<file path="src/rtl/ib_lut_update_ctrl_pkg.sv">
// ============================================================================
// Package : ib_ram_ctrl_pkg
// Brief   : Shared types and constants for the IB-CNU LUT update controller.
// Revision: 1.0 - initial release
// ============================================================================
`default_nettype none

package ib_ram_ctrl_pkg;

    localparam int ENTRY_ADDR_DEF    = 6;
    localparam int LUT_PORT_SIZE_DEF = 3;
    localparam int BANK_NUM_DEF      = 2;
    localparam int ITER_W_DEF        = 6;
    localparam int PAGE_NUM          = 2 ** (ENTRY_ADDR_DEF - 1);
    localparam int DATA_W            = LUT_PORT_SIZE_DEF * BANK_NUM_DEF;

    typedef enum logic [1:0] {
        IDLE      = 2'd0,
        LOAD      = 2'd1,
        WAIT_SWAP = 2'd2,
        DRAIN     = 2'd3
    } upd_state_e;

    localparam logic [1:0] ST_IDLE      = 2'd0;
    localparam logic [1:0] ST_LOAD      = 2'd1;
    localparam logic [1:0] ST_WAIT_SWAP = 2'd2;
    localparam logic [1:0] ST_DRAIN     = 2'd3;

endpackage

`default_nettype wire

</file>
<file path="src/rtl/ib_lut_update_ctrl_if.sv">
// ============================================================================
// Interface: ib_lut_update_ctrl_if
// Brief    : Scheduler/LUT-source/RAM-side signal bundle of the LUT update controller.
// Revision : 1.0 - initial release
// ============================================================================
`default_nettype none

interface ib_lut_update_ctrl_if
    import ib_ram_ctrl_pkg::*;
#(
    parameter int ENTRY_ADDR = ENTRY_ADDR_DEF,
    parameter int WORD_W     = DATA_W,
    parameter int ITER_W     = ITER_W_DEF
);
    logic                  upd_req;
    logic                  upd_busy;
    logic                  upd_done;
    logic                  upd_err;
    logic [WORD_W-1:0]     lut_data;
    logic                  lut_valid;
    logic                  lut_ready;
    logic                  swap_allow;
    logic [ENTRY_ADDR-1:0] page_addr_ram;
    logic [WORD_W-1:0]     ram_write_data_0;
    logic                  ib_ram_we;
    logic                  read_addr_offset;
    logic [ITER_W-1:0]     iter_cnt;

    modport master (
        output upd_req, lut_data, lut_valid, swap_allow,
        input  upd_busy, upd_done, upd_err, lut_ready, page_addr_ram,
               ram_write_data_0, ib_ram_we, read_addr_offset, iter_cnt
    );

    modport slave (
        input  upd_req, lut_data, lut_valid, swap_allow,
        output upd_busy, upd_done, upd_err, lut_ready, page_addr_ram,
               ram_write_data_0, ib_ram_we, read_addr_offset, iter_cnt
    );

endinterface

`default_nettype wire

</file>
<file path="src/rtl/ib_lut_update_ctrl.sv">
// ============================================================================
// Module  : ib_lut_update_ctrl
// Brief   : Streams PAGE_NUM LUT words into the shadow frame half, then flips the
//           read offset at a granted boundary. IB_UPD_TIMEOUT_EN adds a LOAD stall abort.
// Revision: 1.0 - initial release
// ============================================================================
`default_nettype none

module ib_lut_update_ctrl
    import ib_ram_ctrl_pkg::*;
#(
    parameter int ENTRY_ADDR     = 6,
    parameter int LUT_PORT_SIZE  = 3,
    parameter int BANK_NUM       = 2,
    parameter int PIPELINE_DEPTH = 3,
    parameter int ITER_W         = 6
`ifdef IB_UPD_TIMEOUT_EN
   ,parameter int TIMEOUT_CYC    = 64
`endif
) (
    input  logic                 read_clk,
    input  logic                 rstn,
    ib_lut_update_ctrl_if.slave  bus
);

    localparam int PAGE_W  = ENTRY_ADDR - 1;
    localparam int WORD_W  = LUT_PORT_SIZE * BANK_NUM;
    localparam int DRAIN_W = $clog2(PIPELINE_DEPTH + 1);
    localparam logic [PAGE_W-1:0]  PAGE_LAST  = '1;
    localparam logic [DRAIN_W-1:0] DRAIN_LAST = DRAIN_W'(PIPELINE_DEPTH - 1);

    logic [1:0]            state_q,    state_d;
    logic [PAGE_W-1:0]     page_cnt_q, page_cnt_d;
    logic                  offset_q,   offset_d;
    logic [ITER_W-1:0]     iter_q,     iter_d;
    logic                  we_q,       we_d;
    logic [ENTRY_ADDR-1:0] addr_q,     addr_d;
    logic [WORD_W-1:0]     data_q,     data_d;
    logic [DRAIN_W-1:0]    drain_q,    drain_d;
    logic                  w_beat;
    logic                  w_timeout;

    assign w_beat = bus.lut_valid && (state_q == ST_LOAD);

`ifdef IB_UPD_TIMEOUT_EN
    localparam int STALL_W = $clog2(TIMEOUT_CYC);
    logic [STALL_W-1:0] stall_q, stall_d;

    // The stall count tracks consecutive beat-less LOAD cycles; it is zero everywhere else.
    assign w_timeout = (state_q == ST_LOAD) && !w_beat &&
                       (stall_q == STALL_W'(TIMEOUT_CYC - 1));
    assign stall_d   = ((state_q == ST_LOAD) && !w_beat && !w_timeout) ?
                       stall_q + STALL_W'(1) : '0;

    always_ff @(posedge read_clk or negedge rstn) begin
        if (!rstn) stall_q <= '0;
        else       stall_q <= stall_d;
    end
`else
    assign w_timeout = 1'b0;
`endif

    always_comb begin
        state_d    = state_q;
        page_cnt_d = page_cnt_q;
        offset_d   = offset_q;
        iter_d     = iter_q;
        we_d       = 1'b0;
        addr_d     = addr_q;
        data_d     = data_q;
        drain_d    = drain_q;
        case (state_q)
            ST_IDLE: begin
                if (bus.upd_req) state_d = ST_LOAD;
            end
            ST_LOAD: begin
                if (w_beat) begin
                    // The shadow half is always the one not currently being read.
                    we_d       = 1'b1;
                    addr_d     = {~offset_q, page_cnt_q};
                    data_d     = bus.lut_data;
                    page_cnt_d = page_cnt_q + PAGE_W'(1);
                    if (page_cnt_q == PAGE_LAST) state_d = ST_WAIT_SWAP;
                end else if (w_timeout) begin
                    page_cnt_d = '0;
                    state_d    = ST_IDLE;
                end
            end
            ST_WAIT_SWAP: begin
                if (bus.swap_allow) begin
                    offset_d = ~offset_q;
                    iter_d   = iter_q + ITER_W'(1);
                    drain_d  = '0;
                    state_d  = ST_DRAIN;
                end
            end
            ST_DRAIN: begin
                if (drain_q == DRAIN_LAST) begin
                    drain_d = '0;
                    state_d = ST_IDLE;
                end else begin
                    drain_d = drain_q + DRAIN_W'(1);
                end
            end
            default: state_d = ST_IDLE;
        endcase
    end

    always_ff @(posedge read_clk or negedge rstn) begin
        if (!rstn) begin
            state_q    <= ST_IDLE;
            page_cnt_q <= '0;
            offset_q   <= 1'b0;
            iter_q     <= '0;
            we_q       <= 1'b0;
            addr_q     <= '0;
            data_q     <= '0;
            drain_q    <= '0;
        end else begin
            state_q    <= state_d;
            page_cnt_q <= page_cnt_d;
            offset_q   <= offset_d;
            iter_q     <= iter_d;
            we_q       <= we_d;
            addr_q     <= addr_d;
            data_q     <= data_d;
            drain_q    <= drain_d;
        end
    end

    assign bus.upd_busy         = (state_q != ST_IDLE);
    assign bus.upd_done         = (state_q == ST_DRAIN) && (drain_q == DRAIN_LAST);
    assign bus.upd_err          = w_timeout;
    assign bus.lut_ready        = (state_q == ST_LOAD);
    assign bus.page_addr_ram    = addr_q;
    assign bus.ram_write_data_0 = data_q;
    assign bus.ib_ram_we        = we_q;
    assign bus.read_addr_offset = offset_q;
    assign bus.iter_cnt         = iter_q;

endmodule

`default_nettype wire
</file>
<file path="src/flat_wrapper.sv">
// flat-port wrapper written by rule: the top's interface ports become plain ports
module ib_lut_update_ctrl_flat import ib_ram_ctrl_pkg::*;
#(
    parameter int ENTRY_ADDR     = 6,
    parameter int LUT_PORT_SIZE  = 3,
    parameter int BANK_NUM       = 2,
    parameter int PIPELINE_DEPTH = 3,
    parameter int ITER_W         = 6

)
  (read_clk, rstn, bus_upd_req, bus_lut_data, bus_lut_valid, bus_swap_allow, bus_upd_busy, bus_upd_done, bus_upd_err, bus_lut_ready, bus_page_addr_ram, bus_ram_write_data_0, bus_ib_ram_we, bus_read_addr_offset, bus_iter_cnt);
  ib_lut_update_ctrl_if #(.ENTRY_ADDR(ENTRY_ADDR), .ITER_W(ITER_W)) bus_i ();
  input  logic read_clk;
  input  logic rstn;
  input wire logic [$bits(bus_i.upd_req)-1:0] bus_upd_req;
  input wire logic [$bits(bus_i.lut_data)-1:0] bus_lut_data;
  input wire logic [$bits(bus_i.lut_valid)-1:0] bus_lut_valid;
  input wire logic [$bits(bus_i.swap_allow)-1:0] bus_swap_allow;
  output wire logic [$bits(bus_i.upd_busy)-1:0] bus_upd_busy;
  output wire logic [$bits(bus_i.upd_done)-1:0] bus_upd_done;
  output wire logic [$bits(bus_i.upd_err)-1:0] bus_upd_err;
  output wire logic [$bits(bus_i.lut_ready)-1:0] bus_lut_ready;
  output wire logic [$bits(bus_i.page_addr_ram)-1:0] bus_page_addr_ram;
  output wire logic [$bits(bus_i.ram_write_data_0)-1:0] bus_ram_write_data_0;
  output wire logic [$bits(bus_i.ib_ram_we)-1:0] bus_ib_ram_we;
  output wire logic [$bits(bus_i.read_addr_offset)-1:0] bus_read_addr_offset;
  output wire logic [$bits(bus_i.iter_cnt)-1:0] bus_iter_cnt;
  assign bus_i.upd_req = bus_upd_req;
  assign bus_i.lut_data = bus_lut_data;
  assign bus_i.lut_valid = bus_lut_valid;
  assign bus_i.swap_allow = bus_swap_allow;
  assign bus_upd_busy = bus_i.upd_busy;
  assign bus_upd_done = bus_i.upd_done;
  assign bus_upd_err = bus_i.upd_err;
  assign bus_lut_ready = bus_i.lut_ready;
  assign bus_page_addr_ram = bus_i.page_addr_ram;
  assign bus_ram_write_data_0 = bus_i.ram_write_data_0;
  assign bus_ib_ram_we = bus_i.ib_ram_we;
  assign bus_read_addr_offset = bus_i.read_addr_offset;
  assign bus_iter_cnt = bus_i.iter_cnt;
  ib_lut_update_ctrl #(.ENTRY_ADDR(ENTRY_ADDR), .LUT_PORT_SIZE(LUT_PORT_SIZE), .BANK_NUM(BANK_NUM), .PIPELINE_DEPTH(PIPELINE_DEPTH), .ITER_W(ITER_W)) u_core (.read_clk(read_clk), .rstn(rstn), .bus(bus_i));
endmodule
</file>
<file path="config.mk">
export PLATFORM = sky130hd
export DESIGN_NAME = ib_lut_update_ctrl_flat
export DESIGN_NICKNAME = d
export VERILOG_FILES = /design/src/rtl/ib_lut_update_ctrl_pkg.sv /design/src/rtl/ib_lut_update_ctrl_if.sv /design/src/rtl/ib_lut_update_ctrl.sv /design/src/flat_wrapper.sv
export SDC_FILE = /design/constraint.sdc
export NUM_CORES = 1
export LEC_CHECK = 0
export ABC_AREA = 0
export BUFFER_PORTS_ARGS = -buffer_cell sky130_fd_sc_hd__buf_2
export CAP_MARGIN = 10
export CORE_UTILIZATION = 40
export DETAILED_ROUTE_END_ITERATION = 7
export PLACE_DENSITY = 0.66
export SYNTH_ARGS = -nofsm -noshare
export SYNTH_HDL_FRONTEND = slang
export SYNTH_SLANG_ARGS = --single-unit
</file>
<file path="constraint.sdc">
create_clock -name read_clk -period 1.9 [get_ports read_clk]
set_clock_uncertainty 0.1 [all_clocks]
set_input_delay 0.095 -clock read_clk [delete_from_list [all_inputs] [get_ports read_clk]]
set_output_delay 0.095 -clock read_clk [all_outputs]
set_load 0.01 [all_outputs]
</file>
Word level (Yosys, flattened, before mapping)

Cells that the tools add are included.

Flip-flop bits (word level): 29
Input bits: 11
Output and inout bits: 24
Logic and storage cells: 42

Equality and inequality tests: 10
Reduce and logical (&&, ||, !) cells: 9
Muxes and demuxes: 11
Add/subtract/negate cells: 3
Bitwise operators: 1

Operator list:

| cell                                           | count |
|---|---|
| 2-to-1 mux 2 bit                               | 7 |
| case mux 2 bit (4 select lines)                | 1 |
| adder 6 x 1 -> 6 bit (second input constant)   | 1 |
| == test 2 bit (second input constant)          | 3 |
| != test 2 x 1 -> 1 bit (second input constant) | 3 |
| AND reduction 2 bit                            | 3 |
| adder 5 x 1 -> 5 bit (second input constant)   | 1 |
| == test 5 bit (second input constant)          | 1 |
| AND reduction 5 bit                            | 1 |
| != test 2 bit (second input constant)          | 2 |
| case mux 2 bit (2 select lines)                | 1 |
| nonzero test 2 bit                             | 2 |
| adder 2 x 1 -> 2 bit (second input constant)   | 1 |
| == test 2 x 1 -> 1 bit (second input constant) | 1 |
| logical AND 1 bit                              | 2 |
| logical NOT 2 bit                              | 1 |
| 2-to-1 mux 1 bit                               | 2 |
| inverter 1 bit                                 | 1 |

Longest topological paths before layout

Gate-level depths: netlist (run 1).

Word-level depth: 4
Mapped depth: 7
Mapped depth without buffers: 6

Least setup slack after synthesis (run 1)

OpenSTA, ideal clock, no wires.

Path type: reg2reg
From: register u_core.page_cnt_q[0]
To: register u_core.state_q[1]
Setup time: 125 ps
Path buffers: 0
Cell stages (with the launch flop): 7
Setup slack: 128 ps
Arrival time: 1,547 ps
Data required time: 1,675 ps
Clock period less this slack: 1,772 ps
Cells stage by stage: dfrtp_1 > ha_1 > and3_1 > ha_1 > a21boi_1 > a2111oi_4 > mux2_4

Longest elaborated chain between the ends: 3

Ends and longest elaborated chain:

| element                                 | RTL line                  | source |
|---|---|---|
| start, declared                         | ib_lut_update_ctrl.sv:33  | `logic [PAGE_W-1:0] page_cnt_q, page_cnt_d;` |
| start signal, assigned                  | ib_lut_update_ctrl.sv:121 | `page_cnt_q <= page_cnt_d;` |
| == test 5 bit                           | ib_lut_update_ctrl.sv:83  | `if (page_cnt_q == PAGE_LAST) state_d = ST_WAIT_SWAP;` |
| != test 2 x 1 -> 1 bit (no source line) | --                        |  |
| AND reduction 5 bit (no source line)    | --                        |  |
| end signal, assigned                    | ib_lut_update_ctrl.sv:120 | `state_q <= state_d;` |
| end, declared                           | ib_lut_update_ctrl.sv:32  | `logic [1:0] state_q, state_d;` |

Every way passes these cells.
A chain may end at the register's enable or synchronous reset.

Worst setup path after layout (run 1)

From: register u_core.page_cnt_q[1]
To: register u_core.state_q[1]

The elaborated chain is that of the path after synthesis.

==> results of run 1 <==
==> sequential cells by signal, indices dropped and copies added (netlist names) <==
signal and count:
u_core.bus.iter_cnt 6, u_core.bus.page_addr_ram 6, u_core.bus.ram_write_data_0 6, u_core.page_cnt_q 5
u_core.drain_q 2, u_core.state_q 2, u_core.bus.ib_ram_we 1, u_core.bus.read_addr_offset 1
==> report_power, final <==
| group | total [uW] | switching [uW] | leakage [uW] | internal [uW] |
|---|---|---|---|---|
| registers | 1110 | 204 | 0.000355 | 902 |
| clock network | 355 | 216 | 0.0000310 | 139 |
| logic | 1140 | 533 | 0.000424 | 612 |
==> worst max-delay path, cell delays in order (launching register included) <==
cell	delay (ps)
dfrtp_1	420
ha_1	200
and3_1	180
ha_1	170
a21boi_1	270
a2111oi_4	70
mux2_4	310
==> synthesized netlist by cell type (all sizes together) <==
cell     count  area (um2)
dfrtp       29         726
mux2        15         173
xnor2        9        78.8
nand2        8        30.0
ha           7        87.6
inv          6        22.5
nand4        3        18.8
and3         2        12.5
buf          2        15.0
nor2         2        7.51
nor2b        2        15.0
o41ai        2        17.5
a2111oi      1        27.5
a21boi       1        7.51
a21oi        1        5.00
a2bb2oi      1        8.76
and2         1        6.26
conb         1        3.75
mux2i        1        10.0
nand2b       1        13.8
o21ai        1        5.00
==> layout by cell type, fill, tap and decap left out <==
master	count
buf_2	33
dfrtp_1	29
xnor2_1	9
nand2_1	8
dlygate4sd3_1	8
mux2_2	7
mux2_1	7
ha_1	7
inv_1	5
clkbuf_4	5
nand4_1	3
buf_4	3
and3_1	2
nor2_1	2
o41ai_1	2
clkinv_2	2
inv_2	1
nand2b_4	1
and2_1	1
nor2b_2	1
nor2b_1	1
a21boi_1	1
a2111oi_4	1
a21oi_1	1
a2bb2oi_1	1
mux2i_1	1
o21ai_0	1
mux2_4	1
conb_1	1
clkinvlp_4	1
==> cells by family after synthesis <==
family | after synthesis | share of synthesized area (%)
DFF | 29 | 56.2
and+or+nand+nor | 19 | 8.04
muxes | 16 | 14.1
xor gates and xnor gates | 9 | 6.10
buffers and inverters | 8 | 2.91
adders and majority gates | 7 | 6.78
AOI/OAI and AO/OA | 7 | 5.52
other | 1 | 0.290
==> layer usage <==
metal / up-vias / GRT usage (%)
li1: 422 / -
met1: 393 / 16.4
met2: 25 / 23.4
met3: 3 / 5.05
met4: 0 / 7.48
met5: - / 0
==> area by class of cell <==
type | instances | area (um2)
clock buffer | 5 | 37.5
clock inverter | 3 | 17.5
fill | 282 | 1400
inverter | 6 | 22.5
multi-input combinational | 59 | 528
sequential | 29 | 726
tap | 44 | 55.1
timing repair buffer | 44 | 268
==> worst paths after layout <==
check	start	slack (ps)	to	cells after the start
setup / recovery	u_core.page_cnt_q[1]$_DFFE_PN0P_	80	u_core.state_q[1]$_DFFE_PN0P_	6
hold / removal	bus_lut_valid	60	u_core.bus.ib_ram_we$_DFF_PN0_	3
setup reg to reg	u_core.page_cnt_q[1]$_DFFE_PN0P_	80	u_core.state_q[1]$_DFFE_PN0P_	6
hold reg to reg	u_core.bus.iter_cnt[5]$_DFFE_PN0P_	370	u_core.bus.iter_cnt[5]$_DFFE_PN0P_	1
max in group asynchronous	rstn	1070	u_core.bus.read_addr_offset$_DFFE_PN0P_	2
min in group asynchronous	rstn	220	u_core.bus.iter_cnt[5]$_DFFE_PN0P_	2
==> metrics by stage <==
| step | hold WS, ps | area, um2 |
|---|---|---|
| final | 56.7 | 1650 |
| after global routing | 84.6 | 1650 |
| after floorplan | -301 | 1290 |
| after global placement | 45.8 | 1520 |
| after detailed placement | 48.8 | 1520 |
| after CTS | 49.1 | 1650 |
==> flow_summary.yaml, run 1 <==
status:
  status: "complete, no violations"
global_route:
  grt.overflow.total: 0
  first_global_vias: 855
  grt_max_degree: 30
  grt_pass1_wl_mm: 3.62
  track_usage_pct: 14.3
  antenna_found_initial: 0
sta:
  fin_tns_setup_ps: 0
  hold_violations: 0
  max-slew-margin-rel_pct: 57.2
  fmax_ghz: 0.549
  fin_crit_sh_pct: 95.8
  fin_crit_ps: 1820
  setup_violations: 0
  rsz0062_at_grt: "false"
  drv_slew: 0
  worst_slack_ps: 79.8
  tightestPinTransition_ps: 642
floorplanning:
  dieArea_um2: 3460
  fp.dieH_um: 58.8
  rows: 20
  core_um2: 3050
  dieWidth_um: 58.8
  initial_utilization_pct: 42.3
  ios: 35
drt:
  dr.max_layer_used: "met4"
  ant_nets: 0
  wl_per_cell_um: 11.1
  wl_met1_um: 965
  vias_per_cell: 4.44
  route.met3.wl_um: 130
  vias: 843
  dr.pass1.iters: 4
  drc_errors: 0
  dr_wl_met2_um: 998
  drtIter0Drc: 27
  wl_mm: 2.11
layout:
  antennaDiodeCount: 0
  synthToLayoutAreaGrowth_pct: 28.1
  drive_above_1_share_pct: 38.4
  final_core_util_pct: 54.2
  finalNonFillerCells: 190
  nNetsFinal: 163
clock_tree:
  htreeDepth: 2
  postCtsSetupBuffers: 0
  clk_latency_ps: 320
  cts_buffer_depth: 2
  cts_root_buf: "clkbuf_4"
  ctsResizeCount: 0
  clock-sinks: 29
  cts_tree: "built"
  cts_made_buffers: 5
  clk_pin_slew_worst_paths_ps: 90
  ctsHoldBuffers: 8
power:
  leakagePower_uw: 0.000810
  vdd_drop_max_mv: 0.645
  total_power_uw: 2610
  powerDensity_nw_per_um2: 1580
setup_path:
  crit_required_ps: 2010
  cp_max_fo: 4
  crit_path_end_kind: "flip-flop"
  criticalPathCategory: "flip-flop to flip-flop"
  cp-start-kind: "flip-flop"
  critPathArrivalTime_ps: 1930
synthesis:
  synthCells: 96
  synth_cell_types: 25
  ys_ff_latch: 29
  yosysSeqAreaShare_pct: 56.2
  synth_fp_nets: 114
  synth.avg_cell_area_um2: 13.5
  yosysWarnings: 0
  netlist_area_um2: 1290
min_path:
  hold_class: "input port to flip-flop"
job:
  drv_cap: 0
placement:
  globalplace.congestion: 0.767
  hpwlAfterDp_mm: 1.56
  pre_cts_ws_ps: 92.6
  io_buffers: 33
  post-place-cells: 174
(Power assumes the default switching activity.)
==> run 2, diff against run 1 <==
CORE_UTILIZATION = 25   (was 40)
PLACE_DENSITY = not set   (was 0.66)
==> run 2 against run 1 <==
Against the previous run:
- critical path type unchanged
- clock power is 82% higher
- non-clock buffer count is 1 lower
- final cell count is 12% higher
- worst setup slack improved by 7.9 ps
- sequential share of layout area decreased by 2.1 points
- register-to-register slack about the same
- wire length rose by 17%
- utilization fell by 18 points
- via count up 3.1%
==> flow_summary.yaml, run 2 (same netlist as run 1, synthesis figures left out) <==
min_path:
  hp-start: "bus_swap_allow"
  hold_class: "input port to flip-flop"
  holdPathEnd: "u_core.bus.iter_cnt[0]$_DFFE_PN0P_"
  holdPathStages: 3
drt:
  drtIter0Drc: 25
  vias: 869
  vias_per_cell: 4.10
  drc_errors: 0
  wl_mm: 2.48
  dr.pass1.iters: 3
  dr.max_layer_used: "met4"
  route.met3.wl_um: 116
  dr_wl_met2_mm: 1.36
  wl_per_cell_um: 11.7
  ant_nets: 0
  wl_met1_um: 989
sta:
  setup_violations: 0
  hold_violations: 0
  drv_slew: 0
  fin_crit_sh_pct: 95.4
  max-slew-margin-rel_pct: 57.9
  rsz0062_at_grt: "false"
  whs_ps: 68.1
  fin_crit_ps: 1810
  fmax_ghz: 0.552
  tightestPinTransition_ps: 631
  fin_tns_setup_ps: 0
clock_tree:
  clk_latency_ps: 270
  htreeDepth: 2
  clock-sinks: 29
  cts_root_buf: "clkbuf_8"
  cts_made_buffers: 5
  cts_tree: "built"
  cts_buffer_depth: 2
  clk_pin_slew_worst_paths_ps: 60
layout:
  multi_input_area_um2: 532
  final_cell_mix: "buf_2 (33), dfrtp_1 (29), xnor2_1 (9)"
  antennaDiodeCount: 0
  drive_above_1_share_pct: 38.6
  layout.area.seq_um2: 726
  final_common_cell: "buf_2"
  fillCellCount: 484
  nNetsFinal: 162
  stdcell_area_um2: 1740
  synthToLayoutAreaGrowth_pct: 34.6
global_route:
  track_usage_pct: 10.5
  grt.overflow.total: 0
  grt_pass1_wl_mm: 4.22
  grt_max_degree: 30
  first_global_vias: 964
  antenna_found_initial: 0
setup_path:
  regToRegEndpoint: "u_core.state_q[1]$_DFFE_PN0P_"
  critPathArrivalTime_ps: 1870
  rr_startpoint: "u_core.state_q[0]$_DFFE_PN0P_"
  criticalPathCategory: "flip-flop to flip-flop"
  crit_required_ps: 1960
  crit_path_end_kind: "flip-flop"
  cp-start-kind: "flip-flop"
  startpoint: "u_core.state_q[0]$_DFFE_PN0P_"
  worstRegToRegCells: 5
  reg2reg_slack_ps: 90
  cp_max_fo: 4
placement:
  io_buffers: 33
  place_area_um2: 1550
  globalplace.congestion: 0.715
  hpwlAfterDp_mm: 1.85
power:
  leakagePower_uw: 0.000834
  total_power_uw: 2930
  vdd_drop_max_mv: 0.743
  powerDensity_nw_per_um2: 1690
floorplanning:
  rows: 25
  fp.dieH_um: 73.9
  dieWidth_um: 73.9
  ios: 35
  core_um2: 4850
  dieArea_um2: 5460
  initial_utilization_pct: 26.6
status:
  status: "complete, no violations"
job:
  drv_cap: 0
-- run 2: worst max path at each step --
stage | endpoint | slack, ps | cells after the start
CTS | u_core.state_q[1]$_DFFE_PN0P_ | 40 | 6
detailed placement | u_core.state_q[1]$_DFFE_PN0P_ | 70 | 6
global route | u_core.state_q[1]$_DFFE_PN0P_ | 20 | 5
global placement | u_core.state_q[1]$_DFFE_PN0P_ | 120 | 6
floorplan | u_core.state_q[1]$_DFFE_PN0P_ | 130 | 6
finish | u_core.state_q[1]$_DFFE_PN0P_ | 90 | 5
-- run 2: timing repair --
action / CTS / global route
endpoints found under the setup margin: 0 / 1
setup buffers: 0 / 0
resized for setup: 0 / 1
endpoints found under the hold margin: 35 / 0
hold buffers: 7 / 0
-- run 2: final cells by class --
type                    count  area share, %
well taps                  67           4.82
clock inverters             1           1.73
inverters                   6           1.30
clock buffers               7           4.97
flip-flops and latches     29           41.8
repair buffers             43           14.8
multi-input cells          59           30.6
-- run 2: worst max-delay path: stages (launching register included) --
cell and delay, ps:
dfrtp_1 400, inv_1 90, ha_1 210, nor2b_2 180, a2111oi_4 380, mux2_4 340
-- run 2: through the flow --
step	utilization, %	std cells	setup WS [ps]
after floorplan	-	96	128
after global placement	31.9	197	122
after detailed placement	31.9	197	66.4
after CTS	35.8	212	44.0
after global routing	35.8	212	24.1
final	35.8	212	87.6
-- run 2: where the power goes --
group          internal [uW]  switching (uW)  total [uW]
combinational            615             550        1160
clock                    427             220         647
sequential               905             218        1120
-- run 2: layer usage --
metal / up-vias / track usage [%]
met5: - / 0
met4: 0 / 3.85
met3: 3 / 3.84
met2: 22 / 19.2
met1: 425 / 11.0
li1: 419 / -
==> run 3, diff against run 2 <==
clock period = 2.3 ns   (was 1.9 ns; I/O delays follow)
==> run 3 against run 2 <==
Against the previous run:
- non-clock buffer count fell by 2
- worst hold slack improved by 33 ps
- die area did not move
- critical path type unchanged
- register-to-register slack improved by 330 ps
- clock power fell by 15%
- critical endpoint unchanged
- count of clock-buffer cells in the layout fell by 1
- critical path depth rose by 1
- final cell count fell by 0.94%
- design area fell by 0.86%
- first-iteration DRC count rose by 36%
- fmax fell by 3.9%
- highest routed layer unchanged
==> flow_summary.yaml, run 3 (same netlist as run 1, synthesis figures left out) <==
global_route:
  grt_max_degree: 30
  antenna_found_initial: 0
  grt_pass1_wl_mm: 4.09
  first_global_vias: 929
  grt.overflow.total: 0
  track_usage_pct: 10.2
clock_tree:
  cts_tree: "built"
  clk_pin_slew_worst_paths_ps: 70
  cts_root_buf: "clkbuf_8"
  postCtsSetupBuffers: 0
  htreeDepth: 2
  clk_latency_ps: 280
  ctsResizeCount: 0
  cts_made_buffers: 5
  clock-sinks: 29
  cts_buffer_depth: 2
  ctsHoldBuffers: 7
drt:
  dr.pass1.iters: 2
  vias: 872
  wl_per_cell_um: 11.5
  wl_mm: 2.41
  drc_errors: 0
  drtIter0Drc: 34
  vias_per_cell: 4.15
  ant_nets: 0
setup_path:
  slowest_stage: "dfrtp_1"
  path_cells: "ha_1 > and3_1 > ha_1 > a21boi_1 > a2111oi_4 > mux2_4"
  crit_path_end_kind: "flip-flop"
  regToRegEndpoint: "u_core.state_q[1]$_DFFE_PN0P_"
  crit_required_ps: 2360
  cp-start-kind: "flip-flop"
  critical_path_buf_inv_count: 0
  cp_max_fo: 4
  crit_family: "flip-flops"
  criticalPathCategory: "flip-flop to flip-flop"
  timing.critical_path.mode_cell: "ha_1"
  critPathArrivalTime_ps: 1950
  worstRegToRegCells: 6
  slowest_delay_ps: 420
  reg2reg_slack_ps: 410
  rr_startpoint: "u_core.page_cnt_q[0]$_DFFE_PN0P_"
floorplanning:
  core_um2: 4850
  rows: 25
  dieWidth_um: 73.9
  ios: 35
  fp.dieH_um: 73.9
  dieArea_um2: 5460
  initial_utilization_pct: 26.6
job:
  drv_cap: 0
sta:
  drv_slew: 0
  tightestPinTransition_ps: 650
  fin_crit_sh_pct: 82.0
  fin_tns_setup_ps: 0
  hold_violations: 0
  setup_violations: 0
  worst_slack_ps: 413
  fin_crit_ps: 1890
  fmax_ghz: 0.530
  rsz0062_at_grt: "false"
  max-slew-margin-rel_pct: 56.7
power:
  powerDensity_nw_per_um2: 1390
  leakagePower_uw: 0.000822
  vdd_drop_max_mv: 0.543
  total_power_uw: 2400
layout:
  synthToLayoutAreaGrowth_pct: 33.4
  final_cell_mix: "buf_2 (33), dfrtp_1 (29), xnor2_1 (9)"
  fillCellCount: 482
  nNetsFinal: 160
  final_core_util_pct: 35.5
  stdcell_area_um2: 1720
  final_common_cell: "buf_2"
  antennaDiodeCount: 0
  drive_above_1_share_pct: 37.8
placement:
  globalplace.congestion: 0.731
  hpwlAfterDp_mm: 1.77
  pre_cts_ws_ps: 417
  place_area_um2: 1530
  io_buffers: 33
min_path:
  holdPathEnd: "u_core.bus.iter_cnt[0]$_DFFE_PN0P_"
  hold_class: "input port to flip-flop"
  holdPathStages: 3
  hp-start: "bus_swap_allow"
status:
  status: "complete, no violations"
[run 3: changes by cell type in the layout (fill, tap and decap cells not counted), sizes merged]
cell	delta
buf	-2
clkinvlp	+1
clkbuf	-1
[run 3: how the worst max path moves through the flow]
| stage | startpoint | endpoint | slack (ps) | cells after the start |
|---|---|---|---|---|
| floorplan | u_core.page_cnt_q[0]$_DFFE_PN0P_ | u_core.state_q[1]$_DFFE_PN0P_ | 530 | 6 |
| global placement | u_core.page_cnt_q[0]$_DFFE_PN0P_ | u_core.state_q[1]$_DFFE_PN0P_ | 480 | 6 |
| detailed placement | u_core.page_cnt_q[0]$_DFFE_PN0P_ | u_core.state_q[1]$_DFFE_PN0P_ | 420 | 6 |
| CTS | u_core.page_cnt_q[0]$_DFFE_PN0P_ | u_core.state_q[1]$_DFFE_PN0P_ | 400 | 6 |
| global route | u_core.page_cnt_q[0]$_DFFE_PN0P_ | u_core.state_q[1]$_DFFE_PN0P_ | 340 | 6 |
| finish | u_core.page_cnt_q[0]$_DFFE_PN0P_ | u_core.state_q[1]$_DFFE_PN0P_ | 410 | 6 |
[run 3: final cells by class]
class                   instances  area [um2]  area share [%]
flip-flops and latches         29         726            42.1
clock buffers                   6        82.6            4.79
repair buffers                 41         243            14.1
clock inverters                 2        37.5            2.18
multi-input cells              59         528            30.6
inverters                       6        22.5            1.31
well taps                      67        83.8            4.87
[run 3: worst reg2reg max path, cell delays in order (launching register included)]
cell and delay [ps]:
dfrtp_1 420, ha_1 220, and3_1 180, ha_1 180, a21boi_1 290, a2111oi_4 70
mux2_4 310
[run 3: layer usage]
metal  wire length, um  global-route usage [%]  up-vias
li1                  -                       -      412
met1              1070                    11.0      434
met2              1220                    18.6       23
met3                97                    3.29        3
met4                20                    3.21        0
met5                 0                       0        -
[run 3: per-stage QoR]
stage	hold slack [ps]	instances
floorplan	-281	96
global placement	61.6	195
detailed placement	80.1	195
CTS	93.8	210
global route	138	210
finish	102	210
[run 3: where the power goes]
| part | switching, uW | internal, uW | leakage, uW |
|---|---|---|---|
| combinational | 440 | 485 | 0.000410 |
| clock | 197 | 352 | 0.0000574 |
| sequential | 177 | 747 | 0.000355 |
